`config.mk`:
```
export PLATFORM = sky130hd
export DESIGN_NAME = divider_seq
export DESIGN_NICKNAME = d
export VERILOG_FILES = /design/src/rtl/div_pkg.sv /design/src/rtl/div_step.sv /design/src/rtl/divider_seq.sv
export SDC_FILE = /design/constraint.sdc
export NUM_CORES = 1
export LEC_CHECK = 0
export BUFFER_PORTS_ARGS = -buffer_cell sky130_fd_sc_hd__buf_2
export CAP_MARGIN = 25
export CORE_MARGIN = 2
export CORE_UTILIZATION = 40
export CTS_CLUSTER_SIZE = 28
export DETAILED_ROUTE_END_ITERATION = 10
export HOLD_SLACK_MARGIN = 0.15
export PLACE_DENSITY = 0.68
export SLEW_MARGIN = 30
export SYNTH_ARGS = -nofsm -noshare
export SYNTH_HDL_FRONTEND = slang
export SYNTH_SLANG_ARGS = --single-unit
```
`constraint.sdc`:
```
create_clock -name clk -period 8.3 [get_ports clk]
set_input_delay 0.83 -clock clk [delete_from_list [all_inputs] [get_ports clk]]
set_output_delay 0.83 -clock clk [all_outputs]
set_load 0.02 [all_outputs]
```
`src/rtl/div_pkg.sv`:
```
// Shared types and constants for the sequential restoring divider.
// Imported by the FSM top and the combinational step datapath.
package div_pkg;

    localparam int unsigned DIV_WIDTH = 32;
    localparam int unsigned CNT_W     = 5;

    // Quotient reported when the divisor reads as zero.
    localparam logic [DIV_WIDTH-1:0] QUOT_ON_ZERO = '1;

    typedef enum logic [1:0] {
        StIdle = 2'd0,
        StLoad = 2'd1,
        StIter = 2'd2,
        StDone = 2'd3
    } div_state_e;

endpackage

```
`src/rtl/div_step.sv`:
```
// One restoring-division iteration: shift the working register left, trial-subtract the
// divisor from the upper half and shift in the resulting quotient bit.
module div_step #(
    parameter int unsigned WIDTH = 32
) (
    input  logic [2*WIDTH-1:0] rem,
    input  logic [WIDTH-1:0]   divisor,
    output logic [2*WIDTH-1:0] rem_next
);

    logic [2*WIDTH-1:0] trial;
    logic [WIDTH-1:0]   up;

    assign trial = rem << 1;
    assign up    = trial[2*WIDTH-1:WIDTH];

    // The upper half never exceeds WIDTH bits after the shift, so a WIDTH-wide compare is exact.
    always_comb begin
        if (up >= divisor) begin
            rem_next = {up - divisor, trial[WIDTH-1:1], 1'b1};
        end else begin
            rem_next = trial;
        end
    end

endmodule

```
`src/rtl/divider_seq.sv`:
```
// Sequential unsigned restoring divider: strobes the Divisor register, iterates one quotient
// bit per clock and presents registered quotient, remainder and divide-by-zero results.
module divider_seq
    import div_pkg::*;
#(
    parameter int unsigned WIDTH = DIV_WIDTH
) (
    input  logic             clk,
    input  logic             rst,
    input  logic             start,
    input  logic [WIDTH-1:0] dividend,
    input  logic [WIDTH-1:0] divisor_value,
    output logic             divisor_wr,
    output logic             busy,
    output logic             done,
    output logic [WIDTH-1:0] quotient,
    output logic [WIDTH-1:0] remainder,
    output logic             div_by_zero
);

    localparam logic [CNT_W-1:0] CNT_LAST  = CNT_W'(WIDTH - 1);
    localparam logic [WIDTH-1:0] QUOT_ZERO = WIDTH'(QUOT_ON_ZERO);

    div_state_e         state_q, state_d;
    logic [CNT_W-1:0]   cnt_q, cnt_d;
    logic [2*WIDTH-1:0] rem_q, rem_d;
    logic [2*WIDTH-1:0] rem_step;
    logic               wr_q, wr_d;
    logic               busy_q, busy_d;
    logic               done_q, done_d;
    logic [WIDTH-1:0]   quot_q, quot_d;
    logic [WIDTH-1:0]   remd_q, remd_d;
    logic               dbz_q, dbz_d;

    div_step #(
        .WIDTH (WIDTH)
    ) u_step (
        .rem      (rem_q),
        .divisor  (divisor_value),
        .rem_next (rem_step)
    );

    always_comb begin
        state_d = state_q;
        cnt_d   = cnt_q;
        rem_d   = rem_q;
        wr_d    = 1'b0;
        busy_d  = busy_q;
        done_d  = 1'b0;
        quot_d  = quot_q;
        remd_d  = remd_q;
        dbz_d   = dbz_q;

        case (state_q)
            StIdle: begin
                if (start) begin
                    rem_d   = {{WIDTH{1'b0}}, dividend};
                    wr_d    = 1'b1;
                    busy_d  = 1'b1;
                    state_d = StLoad;
                end
            end

            StLoad: begin
                cnt_d   = '0;
                state_d = StIter;
            end

            StIter: begin
                // The Divisor register output first becomes valid here, so zero is caught now.
                if (cnt_q == '0 && divisor_value == '0) begin
                    dbz_d   = 1'b1;
                    quot_d  = QUOT_ZERO;
                    remd_d  = rem_q[WIDTH-1:0];
                    busy_d  = 1'b0;
                    done_d  = 1'b1;
                    state_d = StDone;
                end else begin
                    rem_d = rem_step;
                    cnt_d = cnt_q + 1'b1;
                    if (cnt_q == CNT_LAST) begin
                        quot_d  = rem_step[WIDTH-1:0];
                        remd_d  = rem_step[2*WIDTH-1:WIDTH];
                        dbz_d   = 1'b0;
                        busy_d  = 1'b0;
                        done_d  = 1'b1;
                        state_d = StDone;
                    end
                end
            end

            StDone: begin
                state_d = StIdle;
            end

            default: begin
                state_d = StIdle;
            end
        endcase
    end

    always_ff @(posedge clk or negedge rst) begin
        if (!rst) begin
            state_q <= StIdle;
            cnt_q   <= '0;
            rem_q   <= '0;
            wr_q    <= 1'b0;
            busy_q  <= 1'b0;
            done_q  <= 1'b0;
            quot_q  <= '0;
            remd_q  <= '0;
            dbz_q   <= 1'b0;
        end else begin
            state_q <= state_d;
            cnt_q   <= cnt_d;
            rem_q   <= rem_d;
            wr_q    <= wr_d;
            busy_q  <= busy_d;
            done_q  <= done_d;
            quot_q  <= quot_d;
            remd_q  <= remd_d;
            dbz_q   <= dbz_d;
        end
    end

    assign divisor_wr  = wr_q;
    assign busy        = busy_q;
    assign done        = done_q;
    assign quotient    = quot_q;
    assign remainder   = remd_q;
    assign div_by_zero = dbz_q;

endmodule

```
; Word-level counts from Yosys, hierarchy flattened
; Cells that the tools add are included.
[classes]
add_sub_neg = 2
magnitude_cmp = 1
mux = 24
n_reduce_logical = 12
eq_ne = 7
[op_table]
columns = operator, n
row1 = $mux W32, 4
row2 = $mux W63, 2
row3 = $pmux W63 S2, 1
row4 = $mux W64, 1
row5 = $ge A32 B32 Y1, 1
row6 = $logic_not A32 Y1, 1
row7 = $sub A32 B32 Y32, 1
row8 = $pmux W5 S2, 1
row9 = $mux W1, 9
row10 = $pmux W2 S4, 1
row11 = $mux W2, 3
row12 = $reduce_and A2 Y1, 3
row13 = $reduce_and A3 Y1, 2
row14 = $reduce_bool A2 Y1, 3
row15 = $add A5 B1 Y5 const B, 1
row16 = $eq A5 B5 Y1 const B, 1
row17 = $logic_not A5 Y1, 1
row18 = $mux W5, 1
row19 = $eq A2 B2 Y1 const B, 2
row20 = $ne A2 B2 Y1 const B, 2
row21 = $ne A3 B3 Y1 const B, 1
row22 = $eq A2 B1 Y1 const B, 1
row23 = $logic_not A2 Y1, 1
row24 = $pmux W1 S2, 1
row25 = $logic_and A1 B1 Y1, 1
[word_totals]
register_bits = 138
out_inout_bits = 68
word_cells = 55

; Depth between registers and ports, before layout
[logic_depth]
word_depth = 4
mapped_depth = 14

; Modules after synthesis
; From an unflattened synthesis, not the netlist that was laid out.
[unflattened]
hier_cells = 1033
hier_area_um2 = 9278.9
[by_module_without_submodules]
columns = module, cells_per_inst, area_each_um2, n_inst
row1 = divider_seq, 646, 6480.0, 1
row2 = div_step, 387, 2798.9, 1

; Least setup slack after synthesis
; Ideal clock, no wire load.
[synth_timing]
path_kind = in2reg
startpoint = in divisor_value[0]
endpoint = reg rem_q[62]
slack_ns = 5.155
path_stages = 11
setup_ns = 0.130
n_path_buf = 0
t_arrival_ns = 3.014
path_cell_list = ha_1 -> fa_1 -> nor2b_1 -> o31ai_1 -> a211oi_1 -> o21ai_1 -> and2_4 -> a2111oi_2 -> o21ai_0 -> a31oi_1 -> o21ai_0
[synth_via]
elab_chain_cells = 4
word_cells_on_any_way = 9
[synth_rtl]
columns = item, line_no
row1 = "start, declared", divider_seq.sv:12  ; input logic [WIDTH-1:0] divisor_value,
row2 = "$sub A32 B32 Y32, or another cell as far along", div_step.sv:20  ; rem_next = {up - divisor, trial[WIDTH-1:1], 1'b1};
row3 = $mux W64 or $logic_and A1 B1 Y1 (tied branches), "div_step.sv:19, divider_seq.sv:71"
row4 = $mux W63 or $ne A2 B2 Y1 (tied branches), -
row5 = $pmux W63 S2 or $reduce_and A3 Y1 (tied branches), -
row6 = "end signal, assigned", divider_seq.sv:116  ; rem_q <= rem_d;
row7 = "end, declared", divider_seq.sv:26  ; logic [2*WIDTH-1:0] rem_q, rem_d;
; Several ways; a longest one is shown, not always the timed one. The select of a mux whose other input is x is not followed.
; A chain may end at the register's enable or synchronous reset.

; Final worst setup path
[layout_timing]
startpoint = in divisor_value[0]
endpoint = reg remd_q[31], in the netlist remainder[31]
[layout_via]
elab_chain_cells = 4
word_cells_on_any_way = 9
[layout_rtl]
columns = item, line_no
row1 = "$sub A32 B32 Y32, or another cell as far along", div_step.sv:20
row2 = $mux W64 or $logic_and A1 B1 Y1 (tied branches), "div_step.sv:19, divider_seq.sv:71"
row3 = $mux W32 or $reduce_bool A2 Y1 (tied branches), -
row4 = $mux W32 or $reduce_and A2 Y1 (tied branches), -
row5 = "end signal, assigned", divider_seq.sv:121  ; remd_q <= remd_d;
row6 = "end, declared", divider_seq.sv:32  ; logic [WIDTH-1:0] remd_q, remd_d;
; Several ways; a longest one is shown, not always the timed one. The select of a mux whose other input is x is not followed.

==> impl_metrics.json <==
{
  "post-cts-setup-buffer-count": 0,
  "synth_seq_area_share_pct": 43.08,
  "drc": 0,
  "fmax_mhz": 281.7,
  "maxCapViolations": 0,
  "grt_use_total_pct": 22.30,
  "die_y_um": 145.6,
  "gp_congestion": 0.8903,
  "min_period_ns": 3.550,
  "synth-compound-area-share_pct": 23.70,
  "hold_viol_final": 0,
  "synthAdderAreaFrac_pct": 6.338,
  "vias": 6993,
  "worst-path-max-fanout": 53,
  "rr_worst_depth": 13,
  "clock-sinks": 138,
  "grt_start_max_net_pins": 82,
  "syn-cell-area_mm2": 0.008015,
  "grt_overflow": 0,
  "cts_buffers": 17,
  "r2r-start": "rem_q[31]$_DFFE_PN0P_",
  "finalWorstSetupSlack_ns": 4.750,
  "io_pins": 135,
  "core_mm2": 0.01959,
  "drtPass1Iterations": 5,
  "vdd.ir_drop.worst_mv": 0.1398,
  "ctsHoldBuffers": 0,
  "layout-drive-gt1-share_pct": 19.33,
  "cp.arrival_ns": 3.82,
  "synth_top_family_by_area": "compound AO/OA/AOI/OAI gates",
  "portBuffers": 134,
  "instances_no_fill": 1253,
  "synth_cell_types": 61,
  "crit_type": "in2reg",
  "setup_viol": 0,
  "dp_slack_ns": 4.373,
  "hold_class": "in2async",
  "synth_edf_count": 0,
  "clock-root-buffer": "clkbuf_16",
  "die_area_mm2": 0.02119,
  "drtAntennaViolNets": 0,
  "grt_pass1_vias": 6816,
  "maxSlewHeadroom_pct": 43.78,
  "dpl.hpwl_um": 17280,
  "drv_slew": 0,
  "tightest_slew_ns": 0.8433,
  "synthXorXnorAreaFrac_pct": 2.950,
  "via_per_inst": 5.581,
  "finalClockSkew_ns": 0.009896,
  "ff2ff_setup_slack_ns": 4.83,
  "outcome": "finished clean",
  "async_flop_share_pct": 100.0,
  "wire_per_inst_um": 18.74,
  "post-route-period-util_pct": 42.78,
  "cts_max_level": 4,
  "p_leak_nw": 4.560,
  "num_rows": 51,
  "initial_core_util_pct": 40.91,
  "tns_ns": 0,
  "cts_tree": "yes",
  "regToRegEndpoint": "remainder[31]$_DFFE_PN0P_",
  "crit_top_cell": "a21oi_1",
  "syn_avg_cell_area_um2": 9.255,
  "finalWirelength_um": 23490,
  "ys_ff_latch": 138,
  "path_clk_slew_ns": 0.06,
  "synthFlopType": "dfrtp_1",
  "rsz0062_at_grt": "no",
  "cp-end-kind": "flop",
  "crit_chain": "buf_2 -> ha_1 -> fa_1 -> nor2b_1 -> o31ai_1 -> a211oi_1 -> o21bai_1 -> a21oi_1 -> a211o_1 -> buf_4 -> mux2_2 -> a21oi_1 -> o21ai_0",
  "syn_inst": 866,
  "worstSkewPairLatency_ns": 0.41,
  "cts.repair.resized": 0,
  "die_x_um": 145.6,
  "syn2layout_area_growth_pct": 18.26,
  "clk_path_buf_depth": 2,
  "ys_warn_count": 0,
  "max_stage_delay_ns": 0.49,
  "layout.nets": 1082,
  "yosys.area_share.simple_pct": 12.43,
  "antenna_cells": 0,
  "syn-num-nets": 973,
  "critPathRequiredTime_ns": 8.57,
  "dp_cells": 1221,
  "p_per_area_mw_per_mm2": 247.3,
  "worst_setup_path_start_kind": "input pin",
  "grt_pass1_wl_um": 37510,
  "antenna_found_initial": 0,
  "cp_slowest_cell": "buf_4",
  "drtIter0Drc": 473,
  "synthMuxAreaShare_pct": 6.088
}
Yosys cell counts (all sizes together) (6+ instances only):
library cell	instances	area, um^2
a32oi	13	113.9
xor2	8	70.07
clkbuf	38	142.6
nand2	116	435.4
dfrtp	138	3453
o22ai	12	75.07
nor3	12	60.06
ha	39	488.0
a21oi	48	247.7
a211oi	6	45.04
o22a	34	297.8
a21o	8	60.06
buf	14	96.33
and3	9	61.31
a31oi	6	52.55
inv	51	191.4
o31ai	13	97.59
nand3	15	80.08
o21a	8	60.06
nor4	15	93.84
mux2i	45	450.4
nor2	21	78.83
nand4	6	37.54
a22oi	8	60.06
nor2b	6	37.54
xnor2	19	166.4
o21ai	109	545.5
metal layers:
metal | GRT usage, % | wire (um)
met1 | 30.30 | 10510
met2 | 37.18 | 11560
met3 | 3.699 | 1084
met4 | 5.833 | 327
met5 | 0 | 0
state kept, by name, summed over array words and instances (netlist names):
register,flops
remainder,32
div_by_zero,1
quotient,32
done,1
state_q,2
busy,1
divisor_wr,1
cnt_q,5
rem_q,63
through the flow:
step	area (um^2)	total power, W	hold slack [ns]	util, %
2_1_floorplan	8015	0.001366	0.4701	-
6_report	9479	0.002344	0.3811	48.39
3_5_place_dp	8864	0.001578	0.4821	45.24
5_1_grt	9479	0.002487	0.4121	48.39
3_3_place_gp	8860	0.001561	0.4818	45.23
4_1_cts	9475	0.002362	0.3970	48.37
power by group:
group,internal [W],leakage (nW),switching (W),total (W)
clock,0.000483,0.286,0.000299,0.000782
sequential,0.000781,1.85,0.000122,0.000903
combinational,0.000235,2.42,0.000423,0.000659
cell type report:
cell class	instances	area, um^2
clock buffers	19	442.9
clock inverters	13	168.9
fillers	1866	10110
inverters	52	195.2
multi-input cells	624	4146
flip-flops and latches	138	3453
well taps	265	331.6
repair buffers	142	740.7
logic make-up (layout without fill, tap and decap cells):
| logic type | after synthesis | in the layout |
|---|---|---|
| AOI/OAI and AO/OA | 292 | 292 |
| xor gates and xnor gates | 27 | 27 |
| adders and majority gates | 40 | 40 |
| buffers and inverters | 104 | 226 |
| DFF | 138 | 138 |
| muxes | 48 | 48 |
| and+or+nand+nor | 217 | 217 |
placed cells by master (no fill, tap or decap), types with 3 or more instances in the layout:
cell        synthesis  layout
a32oi_1            13      13
nor2_1             21      21
nand4_1             6       6
or3_1               5       3
o21a_1              8       8
o21ai_1             7       7
o22ai_1            12      12
mux2i_1            45      45
o211ai_1            5       5
a21oi_1            46      46
nand3_1            14      14
nand2_1           116     116
nor3_1             12      11
and2_1              4       4
buf_2               5     133
xnor2_1            19      19
and3_1              8       8
nor4_1             15      14
o31ai_1            13      13
a21o_1              8       8
clkinv_4            0       3
ha_1               39      38
inv_1              51      51
xor2_1              8       8
o21bai_1            4       4
clkinvlp_4          0       4
o22a_1             34      34
dfrtp_1           138     138
nand2b_1            4       4
a31oi_1             5       5
nor2b_1             6       6
a211oi_1            6       6
clkbuf_16           0      17
buf_4               2       7
o21ai_0           102     102
a22oi_1             8       8
bufinv_16           0       3
critical path, delay by kind of cell:
kind	cells	cell delay, ns
adders and majority gates	2	0.62
muxes	1	0.40
and+or+nand+nor	1	0.20
AOI/OAI and AO/OA	7	1.14
buffers and inverters	2	0.62
worst max-delay path by stage:
| stage | from | to | slack [ns] | cells after the start |
|---|---|---|---|---|
| 2_1_floorplan | divisor_value[0] | rem_q[62]$_DFFE_PN0P_ | 5.16 | 11 |
| 3_3_place_gp | divisor_value[27] | remainder[31]$_DFFE_PN0P_ | 4.37 | 13 |
| 3_5_place_dp | divisor_value[0] | remainder[31]$_DFFE_PN0P_ | 4.37 | 13 |
| 4_1_cts | divisor_value[0] | remainder[31]$_DFFE_PN0P_ | 4.77 | 13 |
| 5_1_grt | divisor_value[0] | remainder[31]$_DFFE_PN0P_ | 4.50 | 13 |
| 6_report | divisor_value[0] | remainder[31]$_DFFE_PN0P_ | 4.75 | 13 |
Note: power is estimated with default switching activity, not from simulation.
